<file path="src/rtl/alu_cmd_issuer_if.sv">
// Command, ALU-port and response signals between the lab front end, the issuer and the ALU.
// The master modport is the issuer's view; the slave modport is the surrounding environment.
interface alu_cmd_issuer_if #(
    parameter int unsigned WIDTH = 32
);
    logic             cmd_valid;
    logic             cmd_ready;
    logic [2:0]       cmd_op;
    logic [WIDTH-1:0] cmd_a;
    logic [WIDTH-1:0] cmd_b;

    logic [2:0]       alu_fun_sel;
    logic [WIDTH-1:0] alu_in_a;
    logic [WIDTH-1:0] alu_in_b;
    logic [WIDTH-1:0] alu_res;
    logic             alu_cout;
    logic             alu_overflow;

    logic             rsp_valid;
    logic             rsp_ready;
    logic [WIDTH-1:0] rsp_res;
    logic             rsp_cout;
    logic             rsp_ovf;

    modport master (
        input  cmd_valid, cmd_op, cmd_a, cmd_b,
        input  alu_res, alu_cout, alu_overflow,
        input  rsp_ready,
        output cmd_ready,
        output alu_fun_sel, alu_in_a, alu_in_b,
        output rsp_valid, rsp_res, rsp_cout, rsp_ovf
    );

    modport slave (
        output cmd_valid, cmd_op, cmd_a, cmd_b,
        output alu_res, alu_cout, alu_overflow,
        output rsp_ready,
        input  cmd_ready,
        input  alu_fun_sel, alu_in_a, alu_in_b,
        input  rsp_valid, rsp_res, rsp_cout, rsp_ovf
    );
endinterface

</file>
<file path="src/rtl/alu_cmd_issuer.sv">
// Issues one command at a time to a combinational ALU from registered ports, captures the
// result a cycle later and holds it on a valid/ready response channel.
module alu_cmd_issuer #(
    parameter int unsigned WIDTH = 32,
    parameter int unsigned CNT_W = 8
) (
    input  logic                clk,
    input  logic                rst,
    alu_cmd_issuer_if.master    bus,
    output logic [CNT_W-1:0]    op_count,
    output logic [CNT_W-1:0]    ovf_count
);

    typedef enum logic [1:0] {StIdle, StIssue, StResp} state_e;

    state_e             state_q, state_d;
    logic [2:0]         fun_sel_q, fun_sel_d;
    logic [WIDTH-1:0]   in_a_q, in_a_d;
    logic [WIDTH-1:0]   in_b_q, in_b_d;
    logic [WIDTH-1:0]   rsp_res_q, rsp_res_d;
    logic               rsp_cout_q, rsp_cout_d;
    logic               rsp_ovf_q, rsp_ovf_d;
    logic [CNT_W-1:0]   op_count_q, op_count_d;
    logic [CNT_W-1:0]   ovf_count_q, ovf_count_d;

    logic               cmd_ready;
    logic               rsp_valid;
    logic               negate_b;
    logic [WIDTH-1:0]   eff_b;

    // The ALU adds in_a+in_b for SUB and SLT, so B is handed over already negated.
    assign negate_b = (bus.cmd_op == 3'd1) || (bus.cmd_op == 3'd6);
    assign eff_b    = negate_b ? (~bus.cmd_b + WIDTH'(1)) : bus.cmd_b;

    always_comb begin
        state_d     = state_q;
        fun_sel_d   = fun_sel_q;
        in_a_d      = in_a_q;
        in_b_d      = in_b_q;
        rsp_res_d   = rsp_res_q;
        rsp_cout_d  = rsp_cout_q;
        rsp_ovf_d   = rsp_ovf_q;
        op_count_d  = op_count_q;
        ovf_count_d = ovf_count_q;
        cmd_ready   = (state_q == StIdle) && !rst;
        rsp_valid   = (state_q == StResp) && !rst;

        unique case (state_q)
            StIdle: begin
                if (bus.cmd_valid && cmd_ready) begin
                    fun_sel_d = bus.cmd_op;
                    in_a_d    = bus.cmd_a;
                    in_b_d    = eff_b;
                    state_d   = StIssue;
                end
            end
            StIssue: begin
                rsp_res_d  = bus.alu_res;
                rsp_cout_d = bus.alu_cout;
                rsp_ovf_d  = bus.alu_overflow;
                state_d    = StResp;
            end
            StResp: begin
                if (rsp_valid && bus.rsp_ready) begin
                    if (op_count_q != {CNT_W{1'b1}}) begin
                        op_count_d = op_count_q + CNT_W'(1);
                    end
                    if (rsp_ovf_q && (ovf_count_q != {CNT_W{1'b1}})) begin
                        ovf_count_d = ovf_count_q + CNT_W'(1);
                    end
                    state_d = StIdle;
                end
            end
            default: state_d = StIdle;
        endcase
    end

    always_ff @(posedge clk) begin
        if (rst) begin
            state_q     <= StIdle;
            fun_sel_q   <= '0;
            in_a_q      <= '0;
            in_b_q      <= '0;
            rsp_res_q   <= '0;
            rsp_cout_q  <= 1'b0;
            rsp_ovf_q   <= 1'b0;
            op_count_q  <= '0;
            ovf_count_q <= '0;
        end else begin
            state_q     <= state_d;
            fun_sel_q   <= fun_sel_d;
            in_a_q      <= in_a_d;
            in_b_q      <= in_b_d;
            rsp_res_q   <= rsp_res_d;
            rsp_cout_q  <= rsp_cout_d;
            rsp_ovf_q   <= rsp_ovf_d;
            op_count_q  <= op_count_d;
            ovf_count_q <= ovf_count_d;
        end
    end

    assign bus.cmd_ready   = cmd_ready;
    assign bus.rsp_valid   = rsp_valid;
    assign bus.alu_fun_sel = fun_sel_q;
    assign bus.alu_in_a    = in_a_q;
    assign bus.alu_in_b    = in_b_q;
    assign bus.rsp_res     = rsp_res_q;
    assign bus.rsp_cout    = rsp_cout_q;
    assign bus.rsp_ovf     = rsp_ovf_q;
    assign op_count        = op_count_q;
    assign ovf_count       = ovf_count_q;

endmodule
</file>
<file path="src/flat_wrapper.sv">
// flat-port wrapper written by rule: the top's interface ports become plain ports
module alu_cmd_issuer_flat 
#(
    parameter int unsigned WIDTH = 32,
    parameter int unsigned CNT_W = 8
)
  (clk, rst, op_count, ovf_count, bus_cmd_valid, bus_cmd_op, bus_cmd_a, bus_cmd_b, bus_alu_res, bus_alu_cout, bus_alu_overflow, bus_rsp_ready, bus_cmd_ready, bus_alu_fun_sel, bus_alu_in_a, bus_alu_in_b, bus_rsp_valid, bus_rsp_res, bus_rsp_cout, bus_rsp_ovf);
  alu_cmd_issuer_if #(.WIDTH(WIDTH)) bus_i ();
  input  logic clk;
  input  logic rst;
  output logic [CNT_W-1:0] op_count;
  output logic [CNT_W-1:0] ovf_count;
  input wire logic [$bits(bus_i.cmd_valid)-1:0] bus_cmd_valid;
  input wire logic [$bits(bus_i.cmd_op)-1:0] bus_cmd_op;
  input wire logic [$bits(bus_i.cmd_a)-1:0] bus_cmd_a;
  input wire logic [$bits(bus_i.cmd_b)-1:0] bus_cmd_b;
  input wire logic [$bits(bus_i.alu_res)-1:0] bus_alu_res;
  input wire logic [$bits(bus_i.alu_cout)-1:0] bus_alu_cout;
  input wire logic [$bits(bus_i.alu_overflow)-1:0] bus_alu_overflow;
  input wire logic [$bits(bus_i.rsp_ready)-1:0] bus_rsp_ready;
  output wire logic [$bits(bus_i.cmd_ready)-1:0] bus_cmd_ready;
  output wire logic [$bits(bus_i.alu_fun_sel)-1:0] bus_alu_fun_sel;
  output wire logic [$bits(bus_i.alu_in_a)-1:0] bus_alu_in_a;
  output wire logic [$bits(bus_i.alu_in_b)-1:0] bus_alu_in_b;
  output wire logic [$bits(bus_i.rsp_valid)-1:0] bus_rsp_valid;
  output wire logic [$bits(bus_i.rsp_res)-1:0] bus_rsp_res;
  output wire logic [$bits(bus_i.rsp_cout)-1:0] bus_rsp_cout;
  output wire logic [$bits(bus_i.rsp_ovf)-1:0] bus_rsp_ovf;
  assign bus_i.cmd_valid = bus_cmd_valid;
  assign bus_i.cmd_op = bus_cmd_op;
  assign bus_i.cmd_a = bus_cmd_a;
  assign bus_i.cmd_b = bus_cmd_b;
  assign bus_i.alu_res = bus_alu_res;
  assign bus_i.alu_cout = bus_alu_cout;
  assign bus_i.alu_overflow = bus_alu_overflow;
  assign bus_i.rsp_ready = bus_rsp_ready;
  assign bus_cmd_ready = bus_i.cmd_ready;
  assign bus_alu_fun_sel = bus_i.alu_fun_sel;
  assign bus_alu_in_a = bus_i.alu_in_a;
  assign bus_alu_in_b = bus_i.alu_in_b;
  assign bus_rsp_valid = bus_i.rsp_valid;
  assign bus_rsp_res = bus_i.rsp_res;
  assign bus_rsp_cout = bus_i.rsp_cout;
  assign bus_rsp_ovf = bus_i.rsp_ovf;
  alu_cmd_issuer #(.WIDTH(WIDTH), .CNT_W(CNT_W)) u_core (.clk(clk), .rst(rst), .bus(bus_i), .op_count(op_count), .ovf_count(ovf_count));
endmodule
</file>
<file path="config.mk">
export PLATFORM = sky130hd
export DESIGN_NAME = alu_cmd_issuer_flat
export DESIGN_NICKNAME = d
export VERILOG_FILES = /design/src/rtl/alu_cmd_issuer_if.sv /design/src/rtl/alu_cmd_issuer.sv /design/src/flat_wrapper.sv
export SDC_FILE = /design/constraint.sdc
export NUM_CORES = 1
export LEC_CHECK = 0
export CAP_MARGIN = 20
export CELL_PAD_IN_SITES_DETAIL_PLACEMENT = 0
export CELL_PAD_IN_SITES_GLOBAL_PLACEMENT = 1
export CORE_UTILIZATION = 30
export CTS_BUF_LIST = sky130_fd_sc_hd__clkbuf_8
export CTS_CLUSTER_DIAMETER = 40
export CTS_CLUSTER_SIZE = 30
export DETAILED_ROUTE_END_ITERATION = 8
export PLACE_DENSITY_LB_ADDON = 0.1
export SLEW_MARGIN = 5
export SYNTH_ARGS = -nofsm -noshare
export SYNTH_HDL_FRONTEND = slang
export SYNTH_SLANG_ARGS = --single-unit
</file>
<file path="constraint.sdc">
create_clock -name clk -period 2.7 [get_ports clk]
set_input_delay 0.54 -clock clk [delete_from_list [all_inputs] [get_ports clk]]
set_output_delay 0.54 -clock clk [all_outputs]
set_load 0.05 [all_outputs]
</file>
==> impl_metrics.csv <==
group,metric,value,unit
timing,min_period_over_period,83.8,%
floorplanning,pin_count,224,
final_layout,stdcell_area,7940,um^2
routing,drt.antenna.violating_nets,0,
worst_setup_path,required,2160,ps
worst_setup_path,crit_chain,"clkdlybuf4s50_1",
routing,via_per_inst,4.71,
clocking,cts-root-buf,"clkbuf_8",
final_layout,drive_above_1_share,7.63,%
routing,vias,5035,
floorplanning,initial_core_util,31.0,%
routing,wl_per_cell,14.4,um
job,maxCapViolations,0,
worst_setup_path,cp_num_buf_inv,1,
pwr,switching_share,29.5,%
worst_setup_path,cp_slowest_cell,"clkdlybuf4s50_1",
floorplanning,coreArea,16100,um^2
yosys,syn_inst,618,
worst_setup_path,start_kind,"flip-flop",
global_route,grt_max_degree,57,
final_layout,layout_common_cells,"clkdlybuf4s50_1, nand2_1, dfxtp_1",
final_layout,layout_commonest_cell,"clkdlybuf4s50_1",
floorplanning,fp.dieW,131,um
yosys,yosysTopAreaCell,"dfxtp_1",
final_layout,nNetsFinal,947,
yosys,syn_nets,726,
pwr,ir_drop,0.345,mV
pwr,pwr-share-comb,21.2,%
timing,hold_violations,0,
yosys,yosysTopAreaCellShare,47.8,%
clocking,clkLatencyLatePin,430,ps
final_layout,area_growth,59.5,%
routing,dr.pass1.iters,6,
min_path,hp-class,"flip-flop to flip-flop",
outcome,outcome,"finished, final reports clean",
timing,tns,0,ps
clocking,htree_levels,4,
worst_setup_path,end_kind,"output pin",
clocking,cts.clk_slew.worst_paths,60,ps
final_layout,antenna-diode-count,0,
pwr,p_seq_share,40.3,%
placement,numPortBuffers,223,
timing,setup_viol,0,
yosys,yosys_warnings,0,
clocking,cts_buffer_depth,2,
worst_setup_path,reg2reg_slack,760,ps
worst_setup_path,cp_max_fo,6,
placement,dpl.hpwl,11.1,mm
yosys,synth_seq_cells,119,
worst_setup_path,cpLargestDelayFamily,"buffers and inverters",
floorplanning,rows,46,
timing,fmax,442,MHz
yosys,synth_cell_types,45,
global_route,antenna_found_initial,0,
worst_setup_path,worstPathArrival,1720,ps
routing,finalWirelength,15.4,mm
global_route,grt_use_total,18.3,%
timing,grt_setup_unrepaired,"false",
global_route,grt_pass1_wl,24.2,mm
routing,first_iter_violations,233,
worst_setup_path,max_stage_delay,860,ps
clocking,cts_hold_buf,0,
global_route,grt_pass1_vias,4840,
clocking,cts_sinks,119,
yosys,syn_area_per_cell,8.06,um^2
worst_setup_path,critPathKind,"flip-flop to output pin",
global_route,grt.overflow.total,0,
pwr,pwr-share-clk,38.5,%
pwr,power.switching,1.39,mW
timing,period_needed,2260,ps
clocking,post-cts-setup-buffer-count,0,
clocking,cts_inserted_buffers,17,
yosys,synth.cell_area,4980,um^2
yosys,synth_area_leaders,"dfxtp_1, nand2_1, a21oi_1",
pwr,power.leakage,2.78,nW
timing,worstMarginPinSlew,929,ps
yosys,ys_seq_area_share,47.8,%
routing,drc,0,
floorplanning,chipHeight,131,um
timing,fin_worst_skew,8.70,ps
pwr,power_density,594,nW/um^2
timing,relSlewSlack,38.1,%
placement,postPlaceCellArea,7490,um^2
placement,place_congestion,0.800,
timing,report.final.slew_viol_count,0,
clocking,cts_resized,0,
clocking,cts_tree,"yes",
pwr,internal_power,3.33,mW
floorplanning,die_area,17100,um^2
power by group through the flow:
stage,Combinational (mW),Sequential (mW),Clock (mW)
after floorplan,0.251,2.26,0
after global placement,1.01,1.94,0
after detailed placement,1.01,1.94,0
after CTS,1.01,1.90,1.87
after global routing,1.07,1.91,1.96
final,1.00,1.90,1.82
layer usage:
| metal | part of all wire (%) | GRT usage, % | routed length (um) |
|---|---|---|---|
| met1 | 42 | 20.6 | 6510 |
| met5 | 0 | 0 | 0 |
| met3 | 7.9 | 7.00 | 1210 |
| met4 | 1.6 | 6.63 | 252 |
| met2 | 48 | 31.3 | 7390 |
worst reg2reg max path: stages, from the launching register on:
cell and delay (ps):
dfxtp_1 420, ha_1 220, inv_1 60, o311ai_1 760
nor3_1 140, xnor2_1 180, nor2_1 50
state kept, by name, indices dropped and copies added, names as in the netlist:
register / flops
u_core.bus.alu_in_b: 32
u_core.op_count: 8
u_core.state_q: 2
u_core.bus.alu_in_a: 32
u_core.bus.alu_fun_sel: 3
u_core.bus.rsp_cout: 1
u_core.bus.rsp_res: 32
u_core.bus.rsp_ovf: 1
u_core.ovf_count: 8
area by class of cell:
class / count / area (um^2)
multi-input cells: 449 / 2400
flip-flops and latches: 119 / 2380
fillers: 1539 / 8110
well taps: 216 / 270
clock buffers: 20 / 275
repair buffers: 244 / 2410
inverters: 8 / 30.0
clock inverters: 12 / 174
per-stage QoR:
| stage | utilization, % | power [mW] | instances | hold WS (ps) | setup slack (ps) |
|---|---|---|---|---|---|
| final | 49.5 | 4.72 | 1068 | 453 | 437 |
| after global routing | 49.5 | 4.94 | 1068 | 472 | 352 |
| after CTS | 49.5 | 4.79 | 1068 | 455 | 393 |
| after detailed placement | 46.7 | 2.95 | 1036 | 446 | 49.2 |
| after global placement | 46.7 | 2.94 | 1036 | 441 | 104 |
| after floorplan | - | 2.51 | 618 | 602 | 19.3 |
Yosys cell counts:
master,instances
nand2_1,159
dfxtp_1,119
a21oi_1,83
clkbuf_1,32
nor2_1,31
xnor2_1,29
o21ai_0,28
nand3b_1,16
nor3_1,13
a31oi_1,10
nand3_1,9
buf_2,8
inv_1,8
xor2_1,8
a41oi_1,5
nor4_1,5
o21ai_1,4
or3_1,4
or4_1,4
a211oi_1,3
and3_1,3
ha_1,3
mux2i_1,3
nand4_1,3
a311oi_1,2
nand2b_1,2
nor2b_1,2
nor3_4,2
nor3b_1,2
o21a_1,2
or3b_2,2
a2111oi_0,1
a21o_1,1
a221oi_1,1
and4_1,1
and4bb_2,1
buf_1,1
buf_4,1
nand4b_1,1
nor3_2,1
nor4b_1,1
o311ai_1,1
o31ai_1,1
o41ai_1,1
or4_4,1
final timing paths:
check | from | end | cells after the start
setup / recovery | u_core.ovf_count[2] | ovf_count[2] | 1
hold / removal | u_core.bus.alu_in_a[10] | u_core.bus.alu_in_a[10] | 2
setup reg to reg | u_core.ovf_count[0] | u_core.ovf_count[5] | 6
hold reg to reg | u_core.bus.alu_in_a[10] | u_core.bus.alu_in_a[10] | 2
kinds of logic (layout without fill, tap and decap cells):
kind of cell,Yosys count,in the layout,share of synthesized area [%]
buffers and inverters,50,284,4.05
multiplexers,3,3,0.603
AO/OA/AOI/OAI,143,143,15.8
adder cells (fa/ha/maj),3,3,0.754
AND/OR/NAND/NOR,263,263,24.4
flip-flops,119,119,47.8
XOR/XNOR,37,37,6.51
No activity file was read; power rests on OpenSTA's default activity.
